<file path="src/rtl/obi_sub_regbank_if.sv">
// OBI A/R-channel bundle (with parity companions) between the System Control
// manager and the register-bank subordinate.
interface obi_sub_regbank_if #(
  parameter int OBI_AW  = 32,
  parameter int OBI_DW  = 32,
  parameter int OBI_IDW = 1
);
  logic                  obi_req;
  logic                  obi_reqpar;
  logic                  obi_gnt;
  logic                  obi_gntpar;
  logic [OBI_AW-1:0]     obi_addr;
  logic                  obi_we;
  logic [OBI_DW/8-1:0]   obi_be;
  logic [OBI_DW-1:0]     obi_wdata;
  logic [OBI_IDW-1:0]    obi_aid;
  logic                  obi_rvalid;
  logic                  obi_rvalidpar;
  logic                  obi_rready;
  logic                  obi_rreadypar;
  logic [OBI_DW-1:0]     obi_rdata;
  logic [OBI_IDW-1:0]    obi_rid;
  logic                  obi_err;

  modport master (
    output obi_req, obi_reqpar, obi_addr, obi_we, obi_be, obi_wdata, obi_aid,
    output obi_rready, obi_rreadypar,
    input  obi_gnt, obi_gntpar, obi_rvalid, obi_rvalidpar, obi_rdata, obi_rid, obi_err
  );

  modport slave (
    input  obi_req, obi_reqpar, obi_addr, obi_we, obi_be, obi_wdata, obi_aid,
    input  obi_rready, obi_rreadypar,
    output obi_gnt, obi_gntpar, obi_rvalid, obi_rvalidpar, obi_rdata, obi_rid, obi_err
  );
endinterface

</file>
<file path="src/rtl/obi_sub_regbank.sv">
// OBI subordinate holding NUM_REGS 32-bit R/W registers with byte enables,
// an in-order response FIFO and sticky A/R-channel parity-error detection.
module obi_sub_regbank #(
  parameter int          OBI_AW    = 32,
  parameter int          OBI_DW    = 32,
  parameter int          OBI_IDW   = 1,
  parameter int          NUM_REGS  = 8,
  parameter logic [31:0] BASE_ADDR = 32'h0000_0000,
  parameter int          RSP_DEPTH = 2,
  parameter int          CHECK_PAR = 1
) (
  input  logic                       clk_i,
  input  logic                       rst_i,
  obi_sub_regbank_if.slave           obi,
  output logic [NUM_REGS*OBI_DW-1:0] regs_o,
  output logic                       par_err_o
);
  localparam int NB = OBI_DW / 8;
  localparam int IW = $clog2(NUM_REGS);
  localparam int PW = (RSP_DEPTH > 1) ? $clog2(RSP_DEPTH) : 1;
  localparam int CW = $clog2(RSP_DEPTH + 1);
  localparam logic [OBI_AW-1:0] BASE     = OBI_AW'(BASE_ADDR);
  localparam logic [OBI_AW-1:0] SPAN     = OBI_AW'(4 * NUM_REGS);
  localparam logic [CW-1:0]     DEPTH_C  = CW'(RSP_DEPTH);
  localparam logic [PW-1:0]     LAST_PTR = PW'(RSP_DEPTH - 1);

  logic [OBI_DW-1:0]  regs_r      [NUM_REGS];
  logic [OBI_DW-1:0]  fifo_rdata_r[RSP_DEPTH];
  logic [OBI_IDW-1:0] fifo_rid_r  [RSP_DEPTH];
  logic               fifo_err_r  [RSP_DEPTH];
  logic [PW-1:0]      wptr_r, rptr_r;
  logic [CW-1:0]      count_r;
  logic               par_err_r;

  logic [OBI_AW-1:0]  offset_s;
  logic               hit_s, accept_s, pop_s, rvalid_s;
  logic [IW-1:0]      idx_s;
  logic [OBI_DW-1:0]  rsp_rdata_s;
  logic               rsp_err_s;

  function automatic logic [PW-1:0] ptr_inc(input logic [PW-1:0] p);
    if (p == LAST_PTR) return '0;
    else               return p + PW'(1);
  endfunction

  // A signal and its inverted companion must differ; equality is a parity fault.
  function automatic logic pair_bad(input logic v, input logic vpar);
    return v ~^ vpar;
  endfunction

  assign offset_s = obi.obi_addr - BASE;
  assign hit_s    = (obi.obi_addr >= BASE) && (offset_s < SPAN) && (obi.obi_addr[1:0] == 2'b00);
  assign idx_s    = offset_s[IW+1:2];
  assign rvalid_s = (count_r != '0);
  assign accept_s = obi.obi_req & obi.obi_gnt;
  assign pop_s    = rvalid_s & obi.obi_rready;

  assign obi.obi_gnt       = obi.obi_req & (count_r < DEPTH_C);
  assign obi.obi_gntpar    = ~obi.obi_gnt;
  assign obi.obi_rvalid    = rvalid_s;
  assign obi.obi_rvalidpar = ~rvalid_s;

  // Response payload for the request currently on the A channel.
  always_comb begin
    rsp_rdata_s = '0;
    rsp_err_s   = 1'b1;
    if (hit_s) begin
      rsp_err_s = 1'b0;
      if (!obi.obi_we) rsp_rdata_s = regs_r[idx_s];
      else             rsp_rdata_s = '0;
    end else begin
      rsp_err_s = 1'b1;
    end
  end

  // R-channel outputs come from the FIFO head and read as zero when empty.
  always_comb begin
    obi.obi_rdata = '0;
    obi.obi_rid   = '0;
    obi.obi_err   = 1'b0;
    if (rvalid_s) begin
      obi.obi_rdata = fifo_rdata_r[rptr_r];
      obi.obi_rid   = fifo_rid_r[rptr_r];
      obi.obi_err   = fifo_err_r[rptr_r];
    end else begin
      obi.obi_rdata = '0;
    end
  end

  // Response FIFO: push on acceptance, pop on rvalid & rready.
  always_ff @(posedge clk_i) begin
    if (rst_i) begin
      wptr_r  <= '0;
      rptr_r  <= '0;
      count_r <= '0;
      for (int i = 0; i < RSP_DEPTH; i++) begin
        fifo_rdata_r[i] <= '0;
        fifo_rid_r[i]   <= '0;
        fifo_err_r[i]   <= 1'b0;
      end
    end else begin
      if (accept_s) begin
        fifo_rdata_r[wptr_r] <= rsp_rdata_s;
        fifo_rid_r[wptr_r]   <= obi.obi_aid;
        fifo_err_r[wptr_r]   <= rsp_err_s;
        wptr_r               <= ptr_inc(wptr_r);
      end
      if (pop_s) rptr_r <= ptr_inc(rptr_r);
      case ({accept_s, pop_s})
        2'b10:   count_r <= count_r + CW'(1);
        2'b01:   count_r <= count_r - CW'(1);
        default: count_r <= count_r;
      endcase
    end
  end

  // Register bank with per-byte write enables.
  always_ff @(posedge clk_i) begin
    if (rst_i) begin
      for (int k = 0; k < NUM_REGS; k++) regs_r[k] <= '0;
    end else if (accept_s && hit_s && obi.obi_we) begin
      for (int b = 0; b < NB; b++) begin
        if (obi.obi_be[b]) regs_r[idx_s][8*b +: 8] <= obi.obi_wdata[8*b +: 8];
      end
    end
  end

  // Sticky parity error; only reset clears it.
  always_ff @(posedge clk_i) begin
    if (rst_i) begin
      par_err_r <= 1'b0;
    end else if ((CHECK_PAR != 0) &&
                 (pair_bad(obi.obi_req, obi.obi_reqpar) ||
                  pair_bad(obi.obi_rready, obi.obi_rreadypar))) begin
      par_err_r <= 1'b1;
    end
  end

  assign par_err_o = (CHECK_PAR != 0) ? par_err_r : 1'b0;

  for (genvar k = 0; k < NUM_REGS; k++) begin : g_regs_out
    assign regs_o[k*OBI_DW +: OBI_DW] = regs_r[k];
  end
endmodule

</file>
<file path="src/flat_wrapper.sv">
// flat-port wrapper written by rule: the top's interface ports become plain ports
module obi_sub_regbank_flat 
#(
  parameter int          OBI_AW    = 32,
  parameter int          OBI_DW    = 32,
  parameter int          OBI_IDW   = 1,
  parameter int          NUM_REGS  = 8,
  parameter logic [31:0] BASE_ADDR = 32'h0000_0000,
  parameter int          RSP_DEPTH = 2,
  parameter int          CHECK_PAR = 1
)
  (clk_i, rst_i, regs_o, par_err_o, obi_obi_req, obi_obi_reqpar, obi_obi_addr, obi_obi_we, obi_obi_be, obi_obi_wdata, obi_obi_aid, obi_obi_rready, obi_obi_rreadypar, obi_obi_gnt, obi_obi_gntpar, obi_obi_rvalid, obi_obi_rvalidpar, obi_obi_rdata, obi_obi_rid, obi_obi_err);
  obi_sub_regbank_if #(.OBI_AW(OBI_AW), .OBI_DW(OBI_DW), .OBI_IDW(OBI_IDW)) obi_i ();
  input  logic clk_i;
  input  logic rst_i;
  output logic [NUM_REGS*OBI_DW-1:0] regs_o;
  output logic par_err_o;
  input wire logic [$bits(obi_i.obi_req)-1:0] obi_obi_req;
  input wire logic [$bits(obi_i.obi_reqpar)-1:0] obi_obi_reqpar;
  input wire logic [$bits(obi_i.obi_addr)-1:0] obi_obi_addr;
  input wire logic [$bits(obi_i.obi_we)-1:0] obi_obi_we;
  input wire logic [$bits(obi_i.obi_be)-1:0] obi_obi_be;
  input wire logic [$bits(obi_i.obi_wdata)-1:0] obi_obi_wdata;
  input wire logic [$bits(obi_i.obi_aid)-1:0] obi_obi_aid;
  input wire logic [$bits(obi_i.obi_rready)-1:0] obi_obi_rready;
  input wire logic [$bits(obi_i.obi_rreadypar)-1:0] obi_obi_rreadypar;
  output wire logic [$bits(obi_i.obi_gnt)-1:0] obi_obi_gnt;
  output wire logic [$bits(obi_i.obi_gntpar)-1:0] obi_obi_gntpar;
  output wire logic [$bits(obi_i.obi_rvalid)-1:0] obi_obi_rvalid;
  output wire logic [$bits(obi_i.obi_rvalidpar)-1:0] obi_obi_rvalidpar;
  output wire logic [$bits(obi_i.obi_rdata)-1:0] obi_obi_rdata;
  output wire logic [$bits(obi_i.obi_rid)-1:0] obi_obi_rid;
  output wire logic [$bits(obi_i.obi_err)-1:0] obi_obi_err;
  assign obi_i.obi_req = obi_obi_req;
  assign obi_i.obi_reqpar = obi_obi_reqpar;
  assign obi_i.obi_addr = obi_obi_addr;
  assign obi_i.obi_we = obi_obi_we;
  assign obi_i.obi_be = obi_obi_be;
  assign obi_i.obi_wdata = obi_obi_wdata;
  assign obi_i.obi_aid = obi_obi_aid;
  assign obi_i.obi_rready = obi_obi_rready;
  assign obi_i.obi_rreadypar = obi_obi_rreadypar;
  assign obi_obi_gnt = obi_i.obi_gnt;
  assign obi_obi_gntpar = obi_i.obi_gntpar;
  assign obi_obi_rvalid = obi_i.obi_rvalid;
  assign obi_obi_rvalidpar = obi_i.obi_rvalidpar;
  assign obi_obi_rdata = obi_i.obi_rdata;
  assign obi_obi_rid = obi_i.obi_rid;
  assign obi_obi_err = obi_i.obi_err;
  obi_sub_regbank #(.OBI_AW(OBI_AW), .OBI_DW(OBI_DW), .OBI_IDW(OBI_IDW), .NUM_REGS(NUM_REGS), .BASE_ADDR(BASE_ADDR), .RSP_DEPTH(RSP_DEPTH), .CHECK_PAR(CHECK_PAR)) u_core (.clk_i(clk_i), .rst_i(rst_i), .obi(obi_i), .regs_o(regs_o), .par_err_o(par_err_o));
endmodule
</file>
<file path="config.mk">
export PLATFORM = sky130hd
export DESIGN_NAME = obi_sub_regbank_flat
export DESIGN_NICKNAME = d
export VERILOG_FILES = /design/src/rtl/obi_sub_regbank_if.sv /design/src/rtl/obi_sub_regbank.sv /design/src/flat_wrapper.sv
export SDC_FILE = /design/constraint.sdc
export NUM_CORES = 1
export LEC_CHECK = 0
export ABC_AREA = 1
export CORE_ASPECT_RATIO = 1.75
export CORE_MARGIN = 2
export CORE_UTILIZATION = 46
export DETAILED_ROUTE_END_ITERATION = 10
export PLACE_DENSITY = 0.78
export REMOVE_ABC_BUFFERS = 1
export SLEW_MARGIN = 0
export SYNTH_ARGS = -nofsm -noshare
export SYNTH_HDL_FRONTEND = slang
export SYNTH_SLANG_ARGS = --single-unit
</file>
<file path="constraint.sdc">
create_clock -name clk_i -period 2.6 [get_ports clk_i]
set_input_delay 0.52 -clock clk_i [delete_from_list [all_inputs] [get_ports clk_i]]
set_output_delay 0.52 -clock clk_i [all_outputs]
set_load 0.05 [all_outputs]
</file>
==> metrics.md <==
| Metric | Value |
|---|---|
| DRT Wirelength | 53200 µm |
| Leak | 9.28 nW |
| Most frequent cells in the layout | 786 x nand2_1, 345 x nor2_1, 330 x clkdlybuf4s50_1, 324 x edfxtp_1, 116 x buf_4 |
| Design area | 0.0214 mm² |
| Finish-stage setup viols | 0 |
| FF-to-FF End | u_core.regs_r[6][18] |
| Total iterations of the first detailed-routing run | 5 |
| Residual DRC count | 0 |
| Clock Sinks | 330 |
| Post-route antenna net violation count | 0 |
| DPL Wire Length | 39600 µm |
| Fin crit period | about 2.4 ns |
| Worst EP required | 2.08 ns |
| Total track usage | 0.291 |
| CP Data Arrival Time | 1.89 ns |
| Hold worst-path end | u_core.rptr_r |
| CTS buffer count | 29 |
| Die Span X | 144 µm |
| Row cnt | 89 |
| Die area | 0.0356 mm² |
| Worst r2r src | u_core.count_r[1] |
| Multi-input logic area | 0.00528 mm² |
| R2R depth | 6 |
| Critical path launch point type | flip-flop |
| Die Y-Extent | 248 µm |
| Yosys warnings | 0 |
| Cell Area, Placed | 0.0204 mm² |
| Sequential fraction of the synthesis area | 0.629 |
| Fin. Hold Viols | 0 |
| Count of different cell masters after synthesis | 25 |
| CTS clk-pin slew, worst paths | 0.07 ns |
| Final period utilization | 0.925 |
| Antenna violations before repair | 1 |
| Area delta synth->final | 36.3% |
| Crit path kind | reg -> out |
| Total number of vias | between 10000 and 15000 |
| Most common cell after layout, fill and taps aside | nand2_1 |
| Worst hold-check path type | reg -> reg |
| Worst reg-to-reg setup slack | 0.76 ns |
| Initial DRC Count | 1289 |
| Crit. End Element | output port |
| Routed WL per cell | 20.4 µm |
| Synth Cell Area | 0.0157 mm² |
| RSZ-0062 raised after global routing | false |
| CTS tree | done |
| Largest net degree at the start of global routing | 84 |
| CTS max path bufs | 3 |
| First-pass GRT wire length | just under 80000 µm |
| Fillers | 2788 |
| Core region area | 0.0336 mm² |
| CTS H-tree lvls | 1 |
| Vias in the first global route | approximately 13000 |
| Synthesis-stage register bit count | 330 |
| Relative slew margins | 0.576 |
| CTS root buffer | clkbuf_16 |
| Worst Path Max Fanout | 4 |
| Buffers on Ports | 370 |
| Final setup skew | ~0.015 ns |
| Final Wtd Congestion | between 0.9 and 1 |
| Status | finished, final reports clean |
| Register Area | about 0.0098 mm² |
| Remaining global-route overflow | 0 |
| Hold_sp | u_core.rptr_r |
| Power Density | 657 mW/mm² |
| Vias/cell | around 5.3 |
| Initial core utilization | 0.466 |
| Share of cells above drive strength 1 | 0.108 |
| Clock Latency Late Sink | 0.56 ns |
| Max IR drop VDD | around 0.67 mV |
| Hold_buf cts | 0 |
| Tightest Pin Transition | 0.635 ns |
| Cell depth of the worst hold path | 1 |
| Maximum clock rate | around 0.42 GHz |
| I/O Pins | 371 |
| Post-CTS setup buffer count | 0 |
| Mapped Cells | 1722 |
| Max-cap violations | 0 |
| Final #Nets | 2209 |
| Final slew viol count | 0 |
| Syn avg cell area | 9.10 µm² |
| Hold slack | 0.469 ns |
==> final cells by class <==
cell class,instances,share of cell area
timing repair buffer,463,0.210
inverter,48,0.00861
tap,455,0.0267
sequential,330,0.461
clock buffer,35,0.0355
clock inverter,18,0.0111
multi-input combinational,1260,0.247
antenna,1,0.000117
==> cells in the mapped netlist <==
cell type,number,share of area
nor2_1,347,0.083
buf_4,3,0.0014
a21oi_1,40,0.013
nand4_2,26,0.021
o21ai_0,3,0.00096
buf_2,41,0.013
nand4_4,6,0.0081
or2_1,1,0.00040
buf_1,4,0.00096
clkbuf_1,35,0.0084
edfxtp_1,324,0.62
inv_2,3,0.00072
clkinv_1,2,0.00048
xor2_1,1,0.00056
dfxtp_1,6,0.0077
nand2_1,786,0.19
nand3_1,34,0.011
ha_1,1,0.00080
nor3_2,6,0.0038
nor2_2,5,0.0020
a31oi_1,1,0.00040
or2_2,1,0.00040
nor3_4,2,0.0021
buf_6,1,0.00072
inv_1,43,0.010
==> power breakdown <==
group | internal [W] | switching (W)
clock | 0.00260 | 0.00194
combinational | 0.000920 | 0.00233
sequential | 0.00609 | 0.000168
total | 0.00960 | 0.00444
==> flip-flops by register name, indices dropped and copies added, names as in the netlist, named ones only <==
signal / cells
u_core.regs_r: 256
u_core.fifo_rdata_r: 64
u_core.count_r: 2
u_core.fifo_err_r: 2
u_core.fifo_rid_r: 2
u_core.par_err_o: 1
u_core.rptr_r: 1
u_core.wptr_r: 1
==> worst max path at each step <==
stage / start / to / cells after the start
6_report: u_core.count_r[0] / obi_obi_rvalid / 3
5_1_grt: flip-flop / obi_obi_rdata[22] / 4
4_1_cts: u_core.count_r[0] / obi_obi_rvalid / 3
3_5_place_dp: obi_obi_addr[27] / u_core.regs_r[4][31] / 9
3_3_place_gp: obi_obi_addr[27] / u_core.regs_r[0][6] / 9
2_1_floorplan: obi_obi_addr[27] / u_core.regs_r[0][0] / 6
==> cell families after synthesis <==
kind of cell	synth area share
simple gates	0.320
buf+inv	0.0361
xor+xnor	0.000559
compound gates	0.0141
flops	0.629
fa+ha+maj	0.000798
==> metal layers <==
metal / track usage / up-vias / share of wire
met5: 0 / - / 0
met4: 0.194 / 0 / 0.076
met3: 0.0356 / 210 / 0.080
met2: 0.519 / 814 / 0.52
met1: 0.322 / 6451 / 0.33
li1: - / 6384 / -
==> repair_timing <==
action                                 in CTS  in global routing
resized for setup                           1                  0
endpoints found under the hold margin       0                  0
setup endpoints to repair                  18                  0
==> per-stage QoR <==
| stage | setup slack, ns | power (W) | cells | setup TNS (ns) | utilization |
|---|---|---|---|---|---|
| floorplan | -2.84 | 0.00820 | 1638 | -1513.62 | - |
| global placement | 0.0243 | 0.00958 | 2556 | 0 | 0.605 |
| detailed placement | -0.0125 | 0.00962 | 2556 | -0.282 | 0.605 |
| CTS | 0.164 | 0.0141 | 2609 | 0 | 0.635 |
| global route | 0.0878 | 0.0145 | 2610 | 0 | 0.635 |
| finish | 0.194 | 0.0140 | 2610 | 0 | 0.635 |
==> worst max-delay path: stages, from the launching register on <==
cell and delay, ns:
dfxtp_1 0.42, nor2_4 0.07, inv_1 0.06, clkdlybuf4s50_1 0.79
Note: power is estimated with default switching activity, not from simulation.
